<file path="src/rtl/div_unit.sv">
// Iterative radix-2 restoring divide/remainder unit (RV64M DIV/REM and W variants).
// Optional DIV_SPECIAL_FASTPATH_EN: divide-by-zero and signed overflow skip the iterations.
module div_unit #(
    parameter int XLEN = 64
) (
    input  logic            clk,
    input  logic            rstn,
    input  logic            start,
    input  logic [2:0]      div_op,
    input  logic [XLEN-1:0] a,
    input  logic [XLEN-1:0] b,
    input  logic            flush,
    output logic            ready,
    output logic            busy,
    output logic            done,
    output logic [XLEN-1:0] res
);

    localparam int HALF = XLEN / 2;
    localparam int CW   = $clog2(XLEN) + 1;

    typedef enum logic [1:0] {IDLE, CALC, FIN} state_t;

    state_t          state_q, state_d;
    logic [CW-1:0]   cnt_q, cnt_d;
    logic [XLEN-1:0] quo_q, quo_d;
    logic [XLEN-1:0] rem_q, rem_d;
    logic [XLEN-1:0] dvs_q, dvs_d;
    logic [XLEN-1:0] dend_q, dend_d;
    logic            is_w_q, is_w_d;
    logic            is_rem_q, is_rem_d;
    logic            qneg_q, qneg_d;
    logic            rneg_q, rneg_d;
    logic            dz_q, dz_d;
    logic            ovf_q, ovf_d;
    logic            done_q, done_d;
    logic [XLEN-1:0] res_q, res_d;

    // Operand preparation at accept
    logic            op_w, op_rem, op_uns;
    logic [XLEN-1:0] a_ext, b_ext, a_abs, b_abs, a_dend;
    logic            sa, sb, acc_dz, acc_ovf;

    always_comb begin
        op_w   = div_op[2];
        op_rem = div_op[1];
        op_uns = div_op[0];
        if (op_w) begin
            a_ext = op_uns ? {{HALF{1'b0}}, a[HALF-1:0]} : {{HALF{a[HALF-1]}}, a[HALF-1:0]};
            b_ext = op_uns ? {{HALF{1'b0}}, b[HALF-1:0]} : {{HALF{b[HALF-1]}}, b[HALF-1:0]};
            a_dend = {{HALF{a[HALF-1]}}, a[HALF-1:0]};
            acc_ovf = !op_uns && (a[HALF-1:0] == {1'b1, {(HALF-1){1'b0}}}) && (b[HALF-1:0] == '1);
        end else begin
            a_ext  = a;
            b_ext  = b;
            a_dend = a;
            acc_ovf = !op_uns && (a == {1'b1, {(XLEN-1){1'b0}}}) && (b == '1);
        end
        sa     = !op_uns && a_ext[XLEN-1];
        sb     = !op_uns && b_ext[XLEN-1];
        a_abs  = sa ? (~a_ext + 1'b1) : a_ext;
        b_abs  = sb ? (~b_ext + 1'b1) : b_ext;
        acc_dz = (b_ext == '0);
    end

    // One restoring step: the shifted-in dividend bit comes from the top of quo_q
    logic [XLEN:0] trial;
    logic          step_ge;

    always_comb begin
        trial   = {rem_q, quo_q[XLEN-1]};
        step_ge = (trial >= {1'b0, dvs_q});
    end

    // Sign fixup and special-case substitution
    logic [XLEN-1:0] mag_q, sq, sr, pick;

    always_comb begin
        mag_q = is_w_q ? {{HALF{1'b0}}, quo_q[HALF-1:0]} : quo_q;
        sq    = qneg_q ? (~mag_q + 1'b1) : mag_q;
        sr    = rneg_q ? (~rem_q + 1'b1) : rem_q;
        pick  = is_rem_q ? sr : sq;
        if (dz_q) begin
            pick = is_rem_q ? dend_q : '1;
        end else if (ovf_q) begin
            pick = is_rem_q ? '0 : dend_q;
        end
    end

    always_comb begin
        state_d  = state_q;
        cnt_d    = cnt_q;
        quo_d    = quo_q;
        rem_d    = rem_q;
        dvs_d    = dvs_q;
        dend_d   = dend_q;
        is_w_d   = is_w_q;
        is_rem_d = is_rem_q;
        qneg_d   = qneg_q;
        rneg_d   = rneg_q;
        dz_d     = dz_q;
        ovf_d    = ovf_q;
        done_d   = 1'b0;
        res_d    = res_q;
        unique case (state_q)
            IDLE: begin
                if (start && !flush) begin
                    is_w_d   = op_w;
                    is_rem_d = op_rem;
                    qneg_d   = sa ^ sb;
                    rneg_d   = sa;
                    dz_d     = acc_dz;
                    ovf_d    = acc_ovf;
                    dend_d   = a_dend;
                    dvs_d    = b_abs;
                    rem_d    = '0;
                    quo_d    = op_w ? {a_abs[HALF-1:0], {HALF{1'b0}}} : a_abs;
                    cnt_d    = op_w ? CW'(HALF) : CW'(XLEN);
`ifdef DIV_SPECIAL_FASTPATH_EN
                    state_d  = (acc_dz || acc_ovf) ? FIN : CALC;
`else
                    state_d  = CALC;
`endif
                end
            end
            CALC: begin
                if (flush) begin
                    state_d = IDLE;
                end else begin
                    rem_d = step_ge ? XLEN'(trial - {1'b0, dvs_q}) : trial[XLEN-1:0];
                    quo_d = {quo_q[XLEN-2:0], step_ge};
                    cnt_d = cnt_q - 1'b1;
                    if (cnt_q == CW'(1)) begin
                        state_d = FIN;
                    end
                end
            end
            FIN: begin
                state_d = IDLE;
                if (!flush) begin
                    done_d = 1'b1;
                    res_d  = is_w_q ? {{HALF{pick[HALF-1]}}, pick[HALF-1:0]} : pick;
                end
            end
            default: state_d = IDLE;
        endcase
    end

    always_ff @(posedge clk or negedge rstn) begin
        if (!rstn) begin
            state_q  <= IDLE;
            cnt_q    <= '0;
            quo_q    <= '0;
            rem_q    <= '0;
            dvs_q    <= '0;
            dend_q   <= '0;
            is_w_q   <= 1'b0;
            is_rem_q <= 1'b0;
            qneg_q   <= 1'b0;
            rneg_q   <= 1'b0;
            dz_q     <= 1'b0;
            ovf_q    <= 1'b0;
            done_q   <= 1'b0;
            res_q    <= '0;
        end else begin
            state_q  <= state_d;
            cnt_q    <= cnt_d;
            quo_q    <= quo_d;
            rem_q    <= rem_d;
            dvs_q    <= dvs_d;
            dend_q   <= dend_d;
            is_w_q   <= is_w_d;
            is_rem_q <= is_rem_d;
            qneg_q   <= qneg_d;
            rneg_q   <= rneg_d;
            dz_q     <= dz_d;
            ovf_q    <= ovf_d;
            done_q   <= done_d;
            res_q    <= res_d;
        end
    end

    assign ready = (state_q == IDLE);
    assign busy  = (state_q != IDLE);
    assign done  = done_q;
    assign res   = res_q;

endmodule
</file>
<file path="config.mk">
export PLATFORM = sky130hd
export DESIGN_NAME = div_unit
export DESIGN_NICKNAME = d
export VERILOG_FILES = /design/src/rtl/div_unit.sv
export SDC_FILE = /design/constraint.sdc
export NUM_CORES = 1
export LEC_CHECK = 0
export ABC_AREA = 1
export CAP_MARGIN = 30
export CORE_MARGIN = 4
export CORE_UTILIZATION = 30
export CTS_CLUSTER_DIAMETER = 30
export DETAILED_ROUTE_END_ITERATION = 8
export REMOVE_ABC_BUFFERS = 1
export SYNTH_ARGS = -nofsm -noshare
export SYNTH_HDL_FRONTEND = slang
export SYNTH_SLANG_ARGS = --single-unit
</file>
<file path="constraint.sdc">
create_clock -name clk -period 2.63 [get_ports clk]
set_input_delay 0.526 -clock clk [delete_from_list [all_inputs] [get_ports clk]]
set_output_delay 0.526 -clock clk [all_outputs]
set_load 0.02 [all_outputs]
</file>
==> results of run 1 <==
[power by group]
group | switching [mW] | internal (mW)
sequential | 1.13 | 6.41
combinational | 16.0 | 10.9
clock | 3.94 | 8.66
[metrics by stage]
stage                     setup WS (ns)  setup TNS [ns]
after floorplan                  -10.48        -1923.22
after global placement          -0.4442          -25.74
after detailed placement        -0.5025          -29.22
after CTS                      -0.03127         -0.1683
after global routing            -0.1678          -5.568
final                          -0.07683         -0.1741
[synthesized netlist by cell type (all sizes together) (8+ instances only)]
cell type  count
dfrtp        336
nor4          23
o21ai        525
clkbuf       120
nor3          65
nand4         71
a31oi         16
nand2       1461
a21boi        34
o211ai        35
buf           77
xnor2         50
o22ai         15
nor2         642
a21oi        237
xor2          61
inv          645
nand3b        22
a21o           8
ha            71
a22oi         45
nand3        466
or2           39
o21bai        11
o221ai        10
[cell families (layout without fill, tap and decap cells)]
logic type	Yosys count	after routing	synth area share, %
buffers and inverters	843	2091	10.76
DFF	336	336	27.50
other	0	1	0
xor gates and xnor gates	111	111	3.179
adders and majority gates	72	72	2.971
AOI/OAI and AO/OA	950	950	17.10
and+or+nand+nor	2802	2803	38.49
[state kept, by name, summed over array words and instances (netlist names)]
| signal | flops |
|---|---|
| dend_q | 64 |
| dvs_q | 64 |
| quo_q | 64 |
| rem_q | 64 |
| res | 64 |
| cnt_q | 7 |
| state_q | 2 |
| done | 1 |
| dz_q | 1 |
| is_rem_q | 1 |
| is_w_q | 1 |
| ovf_q | 1 |
| qneg_q | 1 |
| rneg_q | 1 |
[worst min-delay path by stage]
stage	slack (ns)	cells after the start	start	end
after global routing	0.30	2	rstn	dend_q[60]$_DFFE_PN0P_
final	0.30	2	rstn	done$_DFF_PN0_
after CTS	0.24	2	rstn	dend_q[54]$_DFFE_PN0P_
after global placement	0.38	1	rstn	done$_DFF_PN0_
after floorplan	0.23	0	rstn	cnt_q[0]$_DFFE_PN0P_
after detailed placement	0.38	1	rstn	res[58]$_DFFE_PN0P_
[per-layer routing]
| layer | vias to the layer above | global-route usage (%) | wire (um) |
|---|---|---|---|
| met1 | 18570 | 41.00 | 73650 |
| li1 | 19020 | - | - |
| met2 | 1301 | 42.07 | 65800 |
| met3 | 181 | 4.539 | 11270 |
| met5 | - | 0 | 0 |
| met4 | 0 | 7.367 | 3867 |
[layout make-up]
| class | instances | share of cell area [%] |
|---|---|---|
| multi-input cells | 3936 | 42.32 |
| diodes | 1 | 0.005377 |
| clock inverters | 48 | 1.382 |
| inverters | 646 | 5.221 |
| flip-flops and latches | 336 | 18.09 |
| clock buffers | 140 | 6.328 |
| repair buffers | 1257 | 23.01 |
| well taps | 1357 | 3.648 |
[what timing repair did]
item	4_1_cts	5_1_grt
hold buffers	1	0
endpoints found under the setup margin	64	113
buffers inserted	2	5
pin swaps	6	17
hold endpoints to repair	58	0
cloned	0	7
gates resized for setup	33	228
==> metrics, run 1 <==
min cycle time layout=2.707 ns; Via density=5.061; Worst R2R End=rem_q[20]$_DFFE_PN0P_; top cell type's share of synthesized area=27.50%; die width=327.3 um; DR DRC count=0; end point of the critical path=rem_q[20]$_DFFE_PN0P_; GRT Util Overall=27.84%; unrepaired setup endpoints after global routing=yes; Tot Pwr=47.08 mW; Startpoint Class=flop; Setup crit start=dvs_q[54]$_DFFE_PN0P_; area of the core=100,600 um2; register bit total from synthesis=336; I/O pin count=202; slack of the worst reg-to-reg path=-0.08 ns; clk_skew=0.06490 ns; dpl hpwl=125.3 mm; max incr delay on CP=0.42 ns; first-pass GRT wire length=228.1 mm; Gate Count Post-Synth=5,114; Synth area leader=dfrtp_1; total CTS buffers=102; vias in the first global route=37,040; layout cells sized above 1=23.67%; endpoints failing hold=0; clock net sink count=336; TritonCTS clock tree=built; WS Path Type=flop to flop; Crit path top cell by count=buf_12; pwr dens=1012 nW/um2; die area=107,100 um2; failing checks=negative setup slack; hold crit path type=primary input to async pin; port bufs=201; Seq. cell area=8418 um2; Buf/Inv on CP=6; Slew Limit Headroom=46.19%; largest net degree at the start of global routing=81; clock buffer depth=3; mapped cell area=30,580 um2; Detail Route Antenna Nets=0; MaxCap Viol Count=0; EDFF count, synth=0; final instance area=46,540 um2; Worst path depth=15; slew of the pin with the lowest slew margin=0.8072 ns; Final WS setup=-0.07683 ns; commonest cells after routing, fill and taps aside=1,420 x nand2_1, 994 x buf_4, 620 x inv_1, 574 x nor2_1, 449 x nand3_1; Post-Route WL=154.6 mm; final setup vio count=5; DRT Pass-1 Iters=6; Mean Syn Cell Area=5.980 um2; worst-path maximum fanout=29; area grow syn2layout=52.20%; DR vias=39,070; Worst EP required=3.16 ns; outcome=finished with violations; Data arrival, critical path=3.24 ns; Rows=116; Routability Congestion=0.9906; clk root buf=clkbuf_16; initial core utilization=30.40%; area of the multi-input gates=19,700 um2; Largest delay share family, worst path=buffers and inverters; Non-Filler Instances=7,721; CTS clk-pin slew, worst paths=0.04 ns; reg-to-reg startpoint=dvs_q[54]$_DFFE_PN0P_; VDD IR max=675.1 uV; share of flip-flops with an asynchronous set or reset=100.0%; CP Cell Sequence=inv_2 -> ha_1 -> inv_1 -> o21bai_1 -> a21oi_2 -> a21boi_2 -> buf_4 -> nor2_1 -> nor3_4 -> buf_12 -> buf_12 -> buf_12 -> nand3_1 -> nand3_1 -> o21ai_0; H-tree depth=3; Top FF cell, synth=dfrtp_1; sequential area share after synthesis=27.50%; die height=327.3 um; CP max stage cell=dfrtp_1; fin crit share=102.9%; Ys Warns=0; nature of the critical path endpoint=flop; most common cell after layout, fill and taps aside=nand2_1; Placed Instances=7,517; fin nets=6,486; DR WL/cell=20.02 um; Iteration-0 DRC Markers=3,671; GRT overflow=0; Skew-Pair Late Insertion Delay=0.70 ns; Pleak=23.69 nW; post-placement cell area=41,890 um2; initial antenna violation count=1; Slew Viols, Final=0; largest cells by area after synthesis=dfrtp_1 27%, nand2_1 18%, inv_1 7.8%; Distinct cells, synth=53; Max Clk Rate=369.4 MHz; fill cell count=10,500; final core utilization=46.27%; r2r worst-path depth=15; smallest hold slack=0.2978 ns
Note: power is estimated with default switching activity, not from simulation.
==> run 2, diff against run 1 <==
--- a/config.mk
+++ b/config.mk
@@ -12,6 +12,7 @@
 export CTS_CLUSTER_DIAMETER = 30
 export DETAILED_ROUTE_END_ITERATION = 8
 export REMOVE_ABC_BUFFERS = 1
+export SLEW_MARGIN = 0
 export SYNTH_ARGS = -nofsm -noshare
 export SYNTH_HDL_FRONTEND = slang
 export SYNTH_SLANG_ARGS = --single-unit
==> constraint.sdc (replaced) <==
create_clock -name clk -period 3.09 [get_ports clk]
set_input_delay 0.618 -clock clk [delete_from_list [all_inputs] [get_ports clk]]
set_output_delay 0.618 -clock clk [all_outputs]
set_load 0.02 [all_outputs]
==> run 2 against run 1 <==
  * Clock skew about the same
  * Setup slack improved by 0.20 ns
  * The flow now finishes without violations
  * Fmax decreased by 8.6%
  * Sequential power decreased by 14%
  * Register-to-register slack improved by 0.20 ns
  * Core utilization decreased by 5.6 points
  * Combinational power decreased by 32%
  * Cell area decreased by 12%
  * Sequential cell count unchanged
  * Clock-buffer cell count decreased by 17
  * Global-route usage decreased by 1.6 points
==> metrics, run 2 (synthesis gave the netlist of run 1 again) <==
Buf/Inv on CP=4 (was 6); post-cts gate resize count=0 (was 33); TritonCTS clock tree=built (unchanged); post-placement cell area=37,290 um2 (was 41,890 um2); DR vias=36,510 (was 39,070); global-route met1 utilization=37.50% (was 41.00%); Max Clk Rate=337.5 MHz (was 369.4 MHz); area of the core=100,600 um2 (unchanged); Routability Congestion=0.9882 (was 0.9906); sw frac=46.51% (was 44.81%); clock buffer depth=3 (unchanged); MaxCap Viol Count=0 (unchanged); port bufs=201 (unchanged); Pint=19.10 mW (was 25.98 mW); Iteration-0 DRC Markers=3,731 (was 3,671); initial core utilization=30.40% (unchanged); die width=327.3 um (unchanged); area of the multi-input gates=18,940 um2 (was 19,700 um2); Slew Limit Headroom=41.17% (was 46.19%); DRT Pass-1 Iters=8 (was 6); hold crit path type=primary input to async pin (unchanged); CP Cell Sequence=inv_1 -> buf_12 -> ha_1 -> inv_1 -> fa_1 -> buf_4 -> a21oi_1 -> o21ai_0 -> nand2_1 -> nand2_1 -> nand2_1 -> nand2_1 -> nand2_1 -> nand3_1 -> nand3_1 -> nand2_1 (was inv_2 -> ha_1 -> inv_1 -> o21bai_1 -> a21oi_2 -> a21boi_2 -> buf_4 -> nor2_1 -> nor3_4 -> buf_12 -> buf_12 -> buf_12 -> nand3_1 -> nand3_1 -> o21ai_0); VDD IR max=487.0 uV (was 675.1 uV); commonest cells after routing, fill and taps aside=1,451 x nand2_1, 630 x inv_1, 620 x nor2_1, 467 x o21ai_0, 462 x nand3_1 (was 1,420 x nand2_1, 994 x buf_4, 620 x inv_1, 574 x nor2_1, 449 x nand3_1); part of the power in combinational logic=51.3% (was 57.2%); Data arrival, critical path=3.48 ns (was 3.24 ns); hold buffers post-CTS=0 (was 1); slack of the worst reg-to-reg path=0.13 ns (was -0.08 ns); H-tree depth=3 (unchanged); I/O pin count=202 (unchanged); Largest delay share family, worst path=simple AND/OR/NAND/NOR gates (was buffers and inverters); largest net degree at the start of global routing=103 (was 81); routing usage on met2=40.29% (was 42.07%); clk root buf=clkbuf_16 (unchanged); initial antenna violation count=2 (was 1); Pleak=20.54 nW (was 23.69 nW); pwr dens=872.2 nW/um2 (was 1012 nW/um2); Post-CTS Setup Inserts=0 (was 2); Psw=16.61 mW (was 21.10 mW); DR WL/cell=20.37 um (was 20.02 um); final setup vio count=0 (was 5); layout cells sized above 1=12.91% (was 23.67%); clock network power share=30.5% (was 26.8%); Worst EP required=3.60 ns (was 3.16 ns); worst-path maximum fanout=3 (was 29); clock net sink count=336 (unchanged); smallest hold slack=0.01404 ns (was 0.2978 ns); die height=327.3 um (unchanged); Skew-Pair Late Insertion Delay=0.68 ns (was 0.70 ns); DR DRC count=0 (unchanged); unrepaired setup endpoints after global routing=no (was yes); Slew Viols, Final=0 (unchanged); WS Path Type=flop to flop (unchanged); CP max stage cell=fa_1 (was dfrtp_1); Via density=5.129 (was 5.061); nature of the critical path endpoint=flop (unchanged); slew of the pin with the lowest slew margin=0.8824 ns (was 0.8072 ns); total CTS buffers=95 (was 102); vias in the first global route=34,430 (was 37,040); GRT overflow=0 (unchanged); dpl hpwl=116.4 mm (was 125.3 mm); most common cell after layout, fill and taps aside=nand2_1 (unchanged); die area=107,100 um2 (unchanged); n_diodes=0 (was 1); CTS clk-pin slew, worst paths=0.04 ns (about the same); grt peak-use layer=met2 (unchanged); area grow syn2layout=33.90% (was 52.20%); min cycle time layout=2.963 ns (was 2.707 ns); first-pass GRT wire length=214.4 mm (was 228.1 mm); fill cell count=10,900 (was 10,500); met3 GRT Util=4.769% (was 4.539%); outcome=finished, final reports clean (was finished with violations); fin crit share=95.89% (was 102.9%); Detail Route Antenna Nets=0 (unchanged); fin nets=5,886 (was 6,486); sequential fraction of design power=18.2% (was 16.0%); Post-Route WL=145.0 mm (was 154.6 mm); Seq. cell area=8411 um2 (was 8418 um2); endpoints failing hold=0 (unchanged); GRT Util Overall=26.19% (was 27.84%); clk_skew=0.06537 ns (was 0.06490 ns); max incr delay on CP=0.44 ns (was 0.42 ns); Startpoint Class=flop (unchanged); Rows=116 (unchanged); Crit path top cell by count=nand2_1 (was buf_12); final instance area=40,950 um2 (was 46,540 um2)
## run 2: cell count changes in the layout (fill, tap and decap cells not counted), moves of 24 or more
cell	previous run	this run
buf_12	52	28
nor2_1	574	620
o21ai_0	438	467
nand2_1	1420	1451
nor2_2	54	17
nand2_2	35	7
buf_4	994	434
## run 2: worst paths after layout
kind / startpoint / endpoint / cells past startpoint
setup / recovery: quo_q[63]$_DFFE_PN0P_ / rem_q[46]$_DFFE_PN0P_ / 16
hold / removal: rstn / res[60]$_DFFE_PN0P_ / 1
setup reg to reg: quo_q[63]$_DFFE_PN0P_ / rem_q[46]$_DFFE_PN0P_ / 16
hold reg to reg: res[26]$_DFFE_PN0P_ / res[26]$_DFFE_PN0P_ / 2
max in group asynchronous: rstn / rem_q[63]$_DFFE_PN0P_ / 2
min in group clk: res[26]$_DFFE_PN0P_ / res[26]$_DFFE_PN0P_ / 2
## run 2: layer usage
layer	share of wire, %	up-vias
met5	0	-
met4	2.6	0
met3	7.6	161
met2	44	1273
met1	46	17260
li1	-	17820
## run 2: cell type report
cell class	count	area share, %
clock buffers	123	6.625
clock inverters	57	2.225
inverters	646	5.922
multi-input cells	3935	46.25
flip-flops and latches	336	20.54
well taps	1357	4.147
repair buffers	665	14.29
## run 2: power by group through the flow
stage | sequential, mW | clock (mW) | combinational [mW]
after CTS | 6.46 | 11.0 | 17.9
after global routing | 6.59 | 11.3 | 20.1
after global placement | 6.51 | 0 | 17.7
after floorplan | 6.43 | 0 | 10.3
final | 6.49 | 10.9 | 18.3
after detailed placement | 6.51 | 0 | 17.8
## run 2: per-stage QoR
stage / utilization (%) / TNS, ns / std cells / total power, mW / setup WS (ns)
2_1_floorplan: - / -1771.88 / 4917 / 16.70 / -10.02
3_3_place_gp: 37.07 / -0.6782 / 6939 / 24.23 / -0.1901
3_5_place_dp: 37.07 / -0.8015 / 6939 / 24.29 / -0.1366
4_1_cts: 40.67 / 0 / 7119 / 35.39 / 0.03462
5_1_grt: 40.71 / 0 / 7119 / 37.99 / 0.01033
6_report: 40.71 / 0 / 7119 / 35.71 / 0.1270
